**config.mk**
```make
export PLATFORM = sky130hd
export DESIGN_NAME = mult_32bit_seq
export DESIGN_NICKNAME = d
export VERILOG_FILES = /design/src/rtl/minimips_defs.sv /design/src/rtl/adder_32bit.sv /design/src/rtl/mult_32bit_seq.sv
export SDC_FILE = /design/constraint.sdc
export NUM_CORES = 1
export LEC_CHECK = 0
export ABC_AREA = 1
export CAP_MARGIN = 15
export CORE_MARGIN = 4
export CORE_UTILIZATION = 40
export DETAILED_ROUTE_END_ITERATION = 8
export PLACE_DENSITY = 0.68
export SKIP_LAST_GASP = 1
export SYNTH_ARGS = -nofsm -noshare
export SYNTH_HDL_FRONTEND = slang
export SYNTH_SLANG_ARGS = --single-unit
```
**constraint.sdc**
```tcl
create_clock -name clk -period 15.53 [get_ports clk]
set_clock_uncertainty 0.05 [all_clocks]
set_input_delay 3.106 -clock clk [delete_from_list [all_inputs] [get_ports clk]]
set_output_delay 3.106 -clock clk [all_outputs]
set_load 0.05 [all_outputs]
```
**src/rtl/minimips_defs.sv**
```systemverilog
// rtl/minimips_defs.sv - shared MiniMIPS datapath constants and multiplier state encoding
//
// Contents:
//   WIDTH         operand width of the datapath
//   CNT_W         multiplier iteration counter width (2**CNT_W == WIDTH)
//   DONE_LATENCY  cycles from an accepted start to the done pulse
//   mult_state_e  multiplier FSM states (IDLE / RUN / DONE)
package minimips_defs;

  localparam int WIDTH        = 32;
  localparam int CNT_W        = 5;
  localparam int DONE_LATENCY = 33;

  typedef enum logic [1:0] {
    ST_IDLE = 2'd0,
    ST_RUN  = 2'd1,
    ST_DONE = 2'd2
  } mult_state_e;

endpackage

```
**src/rtl/adder_32bit.sv**
```systemverilog
// rtl/adder_32bit.sv - ripple-carry adder shared by the sequential multiplier
//
// Ports:
//   a, b       addend operands
//   carry_in   carry into bit 0
//   sum        WIDTH-bit sum
//   carry_out  carry out of the top bit
module adder_32bit
  import minimips_defs::*;
#(
  parameter int WIDTH = minimips_defs::WIDTH
) (
  input  logic [WIDTH-1:0] a,
  input  logic [WIDTH-1:0] b,
  input  logic             carry_in,
  output logic [WIDTH-1:0] sum,
  output logic             carry_out
);

  logic carry;

  // Bit-serial carry propagation, one full adder per bit.
  always_comb begin
    sum   = '0;
    carry = carry_in;
    for (int i = 0; i < WIDTH; i++) begin
      sum[i] = a[i] ^ b[i] ^ carry;
      carry  = (a[i] & b[i]) | (carry & (a[i] ^ b[i]));
    end
    carry_out = carry;
  end

endmodule

```
**src/rtl/mult_32bit_seq.sv**
```systemverilog
// rtl/mult_32bit_seq.sv - sequential unsigned shift-add multiplier with start/busy/done handshake
//
// Ports:
//   clk    rising-edge clock
//   reset  asynchronous active-high reset
//   start  request a multiply (accepted in IDLE or DONE)
//   a, b   multiplicand / multiplier, captured on acceptance
//   busy   high while iterating (RUN)
//   done   one-cycle pulse, hi/lo hold the product
//   hi, lo upper / lower halves of the 2*WIDTH-bit product
module mult_32bit_seq
  import minimips_defs::*;
#(
  parameter int WIDTH = minimips_defs::WIDTH,
  parameter int CNT_W = minimips_defs::CNT_W
) (
  input  logic             clk,
  input  logic             reset,
  input  logic             start,
  input  logic [WIDTH-1:0] a,
  input  logic [WIDTH-1:0] b,
  output logic             busy,
  output logic             done,
  output logic [WIDTH-1:0] hi,
  output logic [WIDTH-1:0] lo
);

  localparam logic [CNT_W-1:0] LastCount = CNT_W'(WIDTH - 1);

  mult_state_e      state_q, state_d;
  logic [WIDTH-1:0] hi_q, hi_d;
  logic [WIDTH-1:0] lo_q, lo_d;
  logic [WIDTH-1:0] mcand_q, mcand_d;
  logic [CNT_W-1:0] count_q, count_d;

  logic [WIDTH-1:0] addend;
  logic [WIDTH-1:0] sum;
  logic             carry;
  logic             accept;
  logic             last_iter;

  // The multiplier LSB sits in lo[0]; it selects whether mcand is added this step.
  assign addend    = lo_q[0] ? mcand_q : '0;
  assign accept    = start && (state_q == ST_IDLE || state_q == ST_DONE);
  assign last_iter = (count_q == LastCount);

  adder_32bit #(
    .WIDTH(WIDTH)
  ) u_adder (
    .a        (hi_q),
    .b        (addend),
    .carry_in (1'b0),
    .sum      (sum),
    .carry_out(carry)
  );

  // State and datapath registers.
  always_ff @(posedge clk or posedge reset) begin
    if (reset) begin
      state_q <= ST_IDLE;
      hi_q    <= '0;
      lo_q    <= '0;
      mcand_q <= '0;
      count_q <= '0;
    end else begin
      state_q <= state_d;
      hi_q    <= hi_d;
      lo_q    <= lo_d;
      mcand_q <= mcand_d;
      count_q <= count_d;
    end
  end

  // Next-state logic.
  always_comb begin
    state_d = state_q;
    case (state_q)
      ST_IDLE: if (start) state_d = ST_RUN;
      ST_RUN:  if (last_iter) state_d = ST_DONE;
      ST_DONE: state_d = start ? ST_RUN : ST_IDLE;
      default: state_d = ST_IDLE;
    endcase
  end

  // Datapath next values: load on acceptance, shift-add while running, hold otherwise.
  always_comb begin
    hi_d    = hi_q;
    lo_d    = lo_q;
    mcand_d = mcand_q;
    count_d = count_q;
    if (accept) begin
      mcand_d = a;
      hi_d    = '0;
      lo_d    = b;
      count_d = '0;
    end else if (state_q == ST_RUN) begin
      // {carry, sum, lo} shifted right by one: product bits drain into lo
      // while the consumed multiplier bits fall off the bottom.
      hi_d    = {carry, sum[WIDTH-1:1]};
      lo_d    = {sum[0], lo_q[WIDTH-1:1]};
      // Natural wrap returns the counter to 0 on the last iteration.
      count_d = count_q + 1'b1;
    end
  end

  // Outputs.
  always_comb begin
    busy = (state_q == ST_RUN);
    done = (state_q == ST_DONE);
    hi   = hi_q;
    lo   = lo_q;
  end

endmodule

```
==> metrics, run 1 <==
number of library cell types mapped by synthesis=22; layout cells sized above 1=~3.5%; switching pwr=between 800 and 900 uW; VDD IR max=0.000114 V; Slew @ Worst Pin=1.06 ns; yosys warns=0; Core Area=around 13000 um^2; Avg Inst Size Synth=8.58 um^2; vias=about 4000; Critical Path Start Type=flip-flop; part of the power in registers=28.9%; Routed Antenna Nets=0; PnR Total Power=1740 uW; fin nets=slightly above 800; Row Count=41; initial antenna violation count=0; floorplan die width=121 um; DR WL/cell=13.6 um; Area Growth Syn to Fin=32.6%; CP required=15.69 ns; Yosys reg bits=103; CP arrival=13.08 ns; dpl hpwl=8430 um; Max-Cap Viols=0; Clock power frac=approximately an eighth; initial core utilization=40.8%; # setup viols final=0; Seq/Total Area, Yosys=about 50%; Final Cycle Share=between 80 and 90%; final non-filler cell area=6810 um^2; DRC Markers=0; Placed Cells=878; Post-CTS Hold Fix Bufs=0; Via-to-Cell Ratio=4.50; first-pass GRT wire length=20200 um; DRT Pass-1 Iters=5; maximum clock rate=77.4 MHz; Max stage delay on crit path=0.47 ns; Comb power frac=58.3%; GR Layer Usage met3=4.20%; Internal Power=880 uW; PortBufs=approximately 130; met2 usage in global routing=approximately 28%; GRT overflow=0; most used cell, CP=fa_1; static leakage=0.00339 uW; die height=roughly 120 um; placed inst area=6520 um^2; setup TNS=0 ns; Post-Layout Cell Count=893; crit path max fanout=34; switch share=49.4%; CTS Buf Count=9; Synth Cell Area=5130 um^2; largest net degree at the start of global routing=74; Util after Layout=54.2%; Worst path slowest cell=fa_1; RSZ-0062 raised after global routing=false; GRT Max-Usage Layer=met2; P per Cell Area=255 nW/um^2; clock sink count=103; Worst Setup End Kind=flip-flop; Synthesized Nets=699; Final Max Slew Viols=0; status=finished clean; vias in the first global route=between 4000 and 5000; CTS H-tree lvls=3; diode count=0; number of DRC markers in iteration 0=about 230; min-delay worst type=flip-flop to flip-flop; CTS root buf=clkbuf_16; relative slew slack=29.1%; die area=14700 um^2; WS Path Type=flip-flop to flip-flop; CTS Buffer Depth=2; Worst-Skew Late Latency=0.34 ns; Final GP Congestion=0.789; setup bufs post-CTS=0; min Tclk post-route=12.93 ns; M1 GR Usage=22.8%; clock-pin transition on the worst setup and hold timing paths=0.07 ns; I/O Pins=133; post-CTS sizing=0; WL final=12200 um; Syn Inst Count=598; reg2reg setup slack=2.60 ns; CTS tree=built; Fin. Hold Viols=0; All-Layer GR Usage=about 17%
==> worst max-delay path, delay by kind of cell, from the launching register on <==
kind / cells / cell delay [ns]
buffers and inverters: 7 / 0.73
AO/OA/AOI/OAI: 1 / 0.06
adder cells (fa/ha/maj): 32 / 11.54
flip-flops: 1 / 0.33
AND/OR/NAND/NOR: 1 / 0.09
==> registers in the layout (all words and copies together), names as in the netlist <==
signal   flops
state_q      2
lo          32
count_q      5
hi          32
mcand_q     32
==> layout make-up <==
type                       count  area [um^2]
clock inverter                 6         61.3
timing repair buffer         134         1340
tap                          172          215
inverter                      78          298
multi-input combinational    391         2090
fill                        1203         5760
clock buffer                   9          225
sequential                   103         2580
==> metrics by stage <==
stage | setup slack, ns | hold slack, ns
5_1_grt | 2.10 | 0.454
3_5_place_dp | 2.55 | 0.415
4_1_cts | 2.50 | 0.435
3_3_place_gp | 2.77 | 0.412
2_1_floorplan | 2.97 | 0.398
6_report | 2.60 | 0.431
==> kinds of logic after synthesis <==
logic type,Yosys count,synth area share (%)
XOR/XNOR,1,0.171
AO/OA/AOI/OAI,32,3.68
adder cells (fa/ha/maj),34,12.8
buffers and inverters,104,8.99
AND/OR/NAND/NOR,324,24.1
flip-flops,103,50.2
==> metal layers <==
layer / share of wire, % / up-vias
met4: 1.5 / 0
met2: 46 / 136
met1: 46 / 1856
met3: 6.7 / 15
li1: - / 2009
met5: 0 / -
==> power groups by stage <==
stage | clock network (uW) | logic [uW] | registers, uW
after detailed placement | 0 | 1030 | 505
after CTS | 228 | 1030 | 503
final | 222 | 1010 | 503
after global placement | 0 | 999 | 502
after floorplan | 0 | 461 | 771
after global routing | 239 | 1120 | 520
==> worst paths after layout <==
path,start,to,cells past startpoint
setup / recovery,lo[0]$_DFFE_PP0P_,hi[30]$_DFFE_PP0P_,41
hold / removal,mcand_q[1]$_DFFE_PP0P_,mcand_q[1]$_DFFE_PP0P_,2
setup reg to reg,lo[0]$_DFFE_PP0P_,hi[30]$_DFFE_PP0P_,41
hold reg to reg,mcand_q[1]$_DFFE_PP0P_,mcand_q[1]$_DFFE_PP0P_,2
max in group asynchronous,reset,hi[22]$_DFFE_PP0P_,3
min in group asynchronous,reset,lo[27]$_DFFE_PP0P_,2
==> cell usage in the layout, fill, tap and decap left out, drive strengths merged <==
cell / n
nand2: 317
clkdlybuf4s50: 132
dfrtp: 103
inv: 79
fa: 31
o22ai: 23
clkbuf: 9
o21ai: 8
nor2: 4
ha: 3
clkinv: 3
nand3: 2
buf: 2
a21oi: 1
xnor2: 1
and3: 1
bufinv: 1
clkinvlp: 1
==> cell usage after synthesis (all sizes together) <==
master	instances	area, um^2
nor2	4	15.0
o21ai	8	40.0
clkbuf	4	15.0
o22ai	23	144
dfrtp	103	2580
and3	1	6.26
nand3	2	10.0
inv	78	295
nand2	317	1210
buf	22	151
fa	31	621
xnor2	1	8.76
a21oi	1	5.00
ha	3	37.5
No activity file was read; power rests on OpenSTA's default activity.
==> run 2, diff against run 1 <==
--- a/config.mk
+++ b/config.mk
@@ -10,7 +10,7 @@
 export CORE_MARGIN = 4
 export CORE_UTILIZATION = 40
 export DETAILED_ROUTE_END_ITERATION = 8
-export PLACE_DENSITY = 0.68
+export PLACE_DENSITY = 0.7
 export SKIP_LAST_GASP = 1
 export SYNTH_ARGS = -nofsm -noshare
 export SYNTH_HDL_FRONTEND = slang
==> constraint.sdc (replaced) <==
create_clock -name clk -period 11.2 [get_ports clk]
set_clock_uncertainty 0.05 [all_clocks]
set_input_delay 2.24 -clock clk [delete_from_list [all_inputs] [get_ports clk]]
set_output_delay 2.24 -clock clk [all_outputs]
set_load 0.05 [all_outputs]
==> metrics, run 2 (synthesis results as in run 1) <==
status=complete, but fails checks; violated checks=negative setup slack; Fin. Hold Viols=0 (unchanged); dpl hpwl=8470 um (+0.51%); sink of the worst hold path=mcand_q[9]$_DFFE_PP0P_; RSZ-0062 raised after global routing=true; Routed Antenna Nets=0 (unchanged); CTS Buf Count=9 (unchanged); CTS H-tree lvls=3 (unchanged); Final Cycle Share=101% (+17 points); Setup WS pre-CTS=-0.175 ns (-2.72 ns); Core Area=12600 um^2 (unchanged); P per Cell Area=354 nW/um^2 (+39%); CTS Buffer Depth=2 (unchanged); number of DRC markers in iteration 0=207 (-10%); vias in the first global route=4324 (+2.2%); vias=4076 (+1.5%); most used cell, CP=fa_2; All-Layer GR Usage=17.5% (+0.38 points); Reg2Reg Depth=40 (-2.4%); Row Count=41 (unchanged); clock sink count=103 (unchanged); diode count=0 (unchanged); initial core utilization=40.8% (unchanged); Max stage delay on crit path=0.53 ns (+0.06 ns); largest net degree at the start of global routing=73 (-1.4%); CP arrival=11.41 ns (-1.67 ns); WHS=0.427 ns (-0.00346 ns); min-delay worst type=flip-flop to flip-flop; Final GP Congestion=0.788 (-0.11%); PortBufs=132 (unchanged); highest-count cells in the layout ignoring fill and taps=314 x nand2_1, 132 x clkdlybuf4s50_1, 102 x dfrtp_1; die height=121 um (unchanged); static leakage=0.00339 uW (about the same); Filler cells=1156 (-3.9%); DR WL/cell=13.8 um (+0.96%); PnR Total Power=2450 uW (+41%); Max-Cap Viols=0 (unchanged); worst r2r src=lo[0]$_DFFE_PP0P_; die area=14700 um^2 (unchanged); reg2reg setup slack=-0.06 ns (-2.66 ns); DRC Markers=0 (unchanged); WS Path Type=flip-flop to flip-flop; min-delay src=mcand_q[9]$_DFFE_PP0P_; Worst Setup End Kind=flip-flop; critical path's top delay family=adder cells; relative slew slack=40.3% (+11 points); first-pass GRT wire length=20800 um (+3.0%); floorplan die width=121 um (unchanged); Via-to-Cell Ratio=4.55 (+1.3%); clock-pin transition on the worst setup and hold timing paths=0.07 ns (about the same); # setup viols final=1 (+1); crit path max fanout=3 (-91%); Final Max Slew Viols=0 (unchanged); Multi-input gate area=2170 um^2 (+3.6%); setup TNS=-0.0602 ns (-0.0602 ns); CP bufs+invs=6 (-1); WL final=12300 um (+1.2%); GRT overflow=0 (unchanged); I/O Pins=133 (unchanged); Worst-Skew Late Latency=0.33 ns (about the same); Worst path slowest cell=fa_2; most common cell after layout, fill and taps aside=nand2_1; Slew @ Worst Pin=0.896 ns (-0.167 ns); Critical Path Start Type=flip-flop; fin nets=821 (+0.37%); DRT Pass-1 Iters=4 (-1); maximum clock rate=88.8 MHz (+15%); WHS Path Cells=2 (unchanged); Area Growth Syn to Fin=34.8%; CTS root buf=clkbuf_16; CTS tree=built; Reg2Reg Capture Point=hi[30]$_DFFE_PP0P_; Setup WS post-layout=-0.0602 ns (-2.66 ns); CP required=11.35 ns (-4.34 ns); register area=2580 um^2 (about the same); min Tclk post-route=11.26 ns (-1.67 ns); layout cells sized above 1=8.16% (+4.7 points); initial antenna violation count=0 (unchanged); VDD IR max=0.000166 V (+46%)
[run 2: cell types whose count changed in the layout (fill, tap and decap cells not counted), sizes merged]
cell	before	now
inv	79	78
buf	2	5
clkbuf	9	11
clkinv	3	0
clkinvlp	1	2
[run 2: per-stage QoR]
step	cell area [um^2]	utilization, %	instances
2_1_floorplan	5200	-	598
3_3_place_gp	6600	52.5	879
3_5_place_dp	6600	52.5	879
4_1_cts	6900	54.9	894
5_1_grt	6920	55.1	895
6_report	6920	55.1	895
[run 2: how the worst max path moves through the flow]
stage | start | end | cells past startpoint | slack (ns)
2_1_floorplan | lo[0]$_DFFE_PP0P_ | hi[30]$_DFFE_PP0P_ | 41 | -0.07
3_3_place_gp | lo[0]$_DFFE_PP0P_ | hi[30]$_DFFE_PP0P_ | 40 | 0.004
3_5_place_dp | lo[0]$_DFFE_PP0P_ | hi[30]$_DFFE_PP0P_ | 40 | -0.18
4_1_cts | lo[0]$_DFFE_PP0P_ | hi[30]$_DFFE_PP0P_ | 40 | -0.14
5_1_grt | lo[0]$_DFFE_PP0P_ | hi[30]$_DFFE_PP0P_ | 40 | -0.34
6_report | lo[0]$_DFFE_PP0P_ | hi[30]$_DFFE_PP0P_ | 40 | -0.06
[run 2: worst reg2reg max path, delay by kind of cell (launching register included)]
kind	cells	cell delay (ns)
DFF	1	0.37
AOI/OAI and AO/OA	1	0.07
and+or+nand+nor	1	0.05
adders and majority gates	32	10.23
buffers and inverters	6	0.35
[run 2: what timing repair did]
item                                    in CTS  in global routing
buffers inserted                             1                  0
pin swaps                                    4                  1
hold buffers                                 0                  0
resized for setup                            5                  0
endpoints found under the setup margin       2                  3
[run 2: layer usage]
metal | part of all wire, % | GRT usage, %
met1 | 46 | 23.9
met2 | 46 | 28.3
met3 | 7.0 | 4.10
met4 | 0.99 | 4.90
met5 | 0 | 0
[run 2: layout make-up]
cell class	instances	area share [%]
well taps	172	3.11
repair buffers	137	19.8
clock inverters	3	0.651
inverters	78	4.30
multi-input cells	391	31.4
flip-flops and latches	103	37.3
clock buffers	11	3.51
[run 2: power by group]
group          internal (uW)  switching (uW)  leakage [uW]
clock network            177             132      0.000134
registers                568             129       0.00126
logic                    504             938       0.00199
total                   1250            1200       0.00339
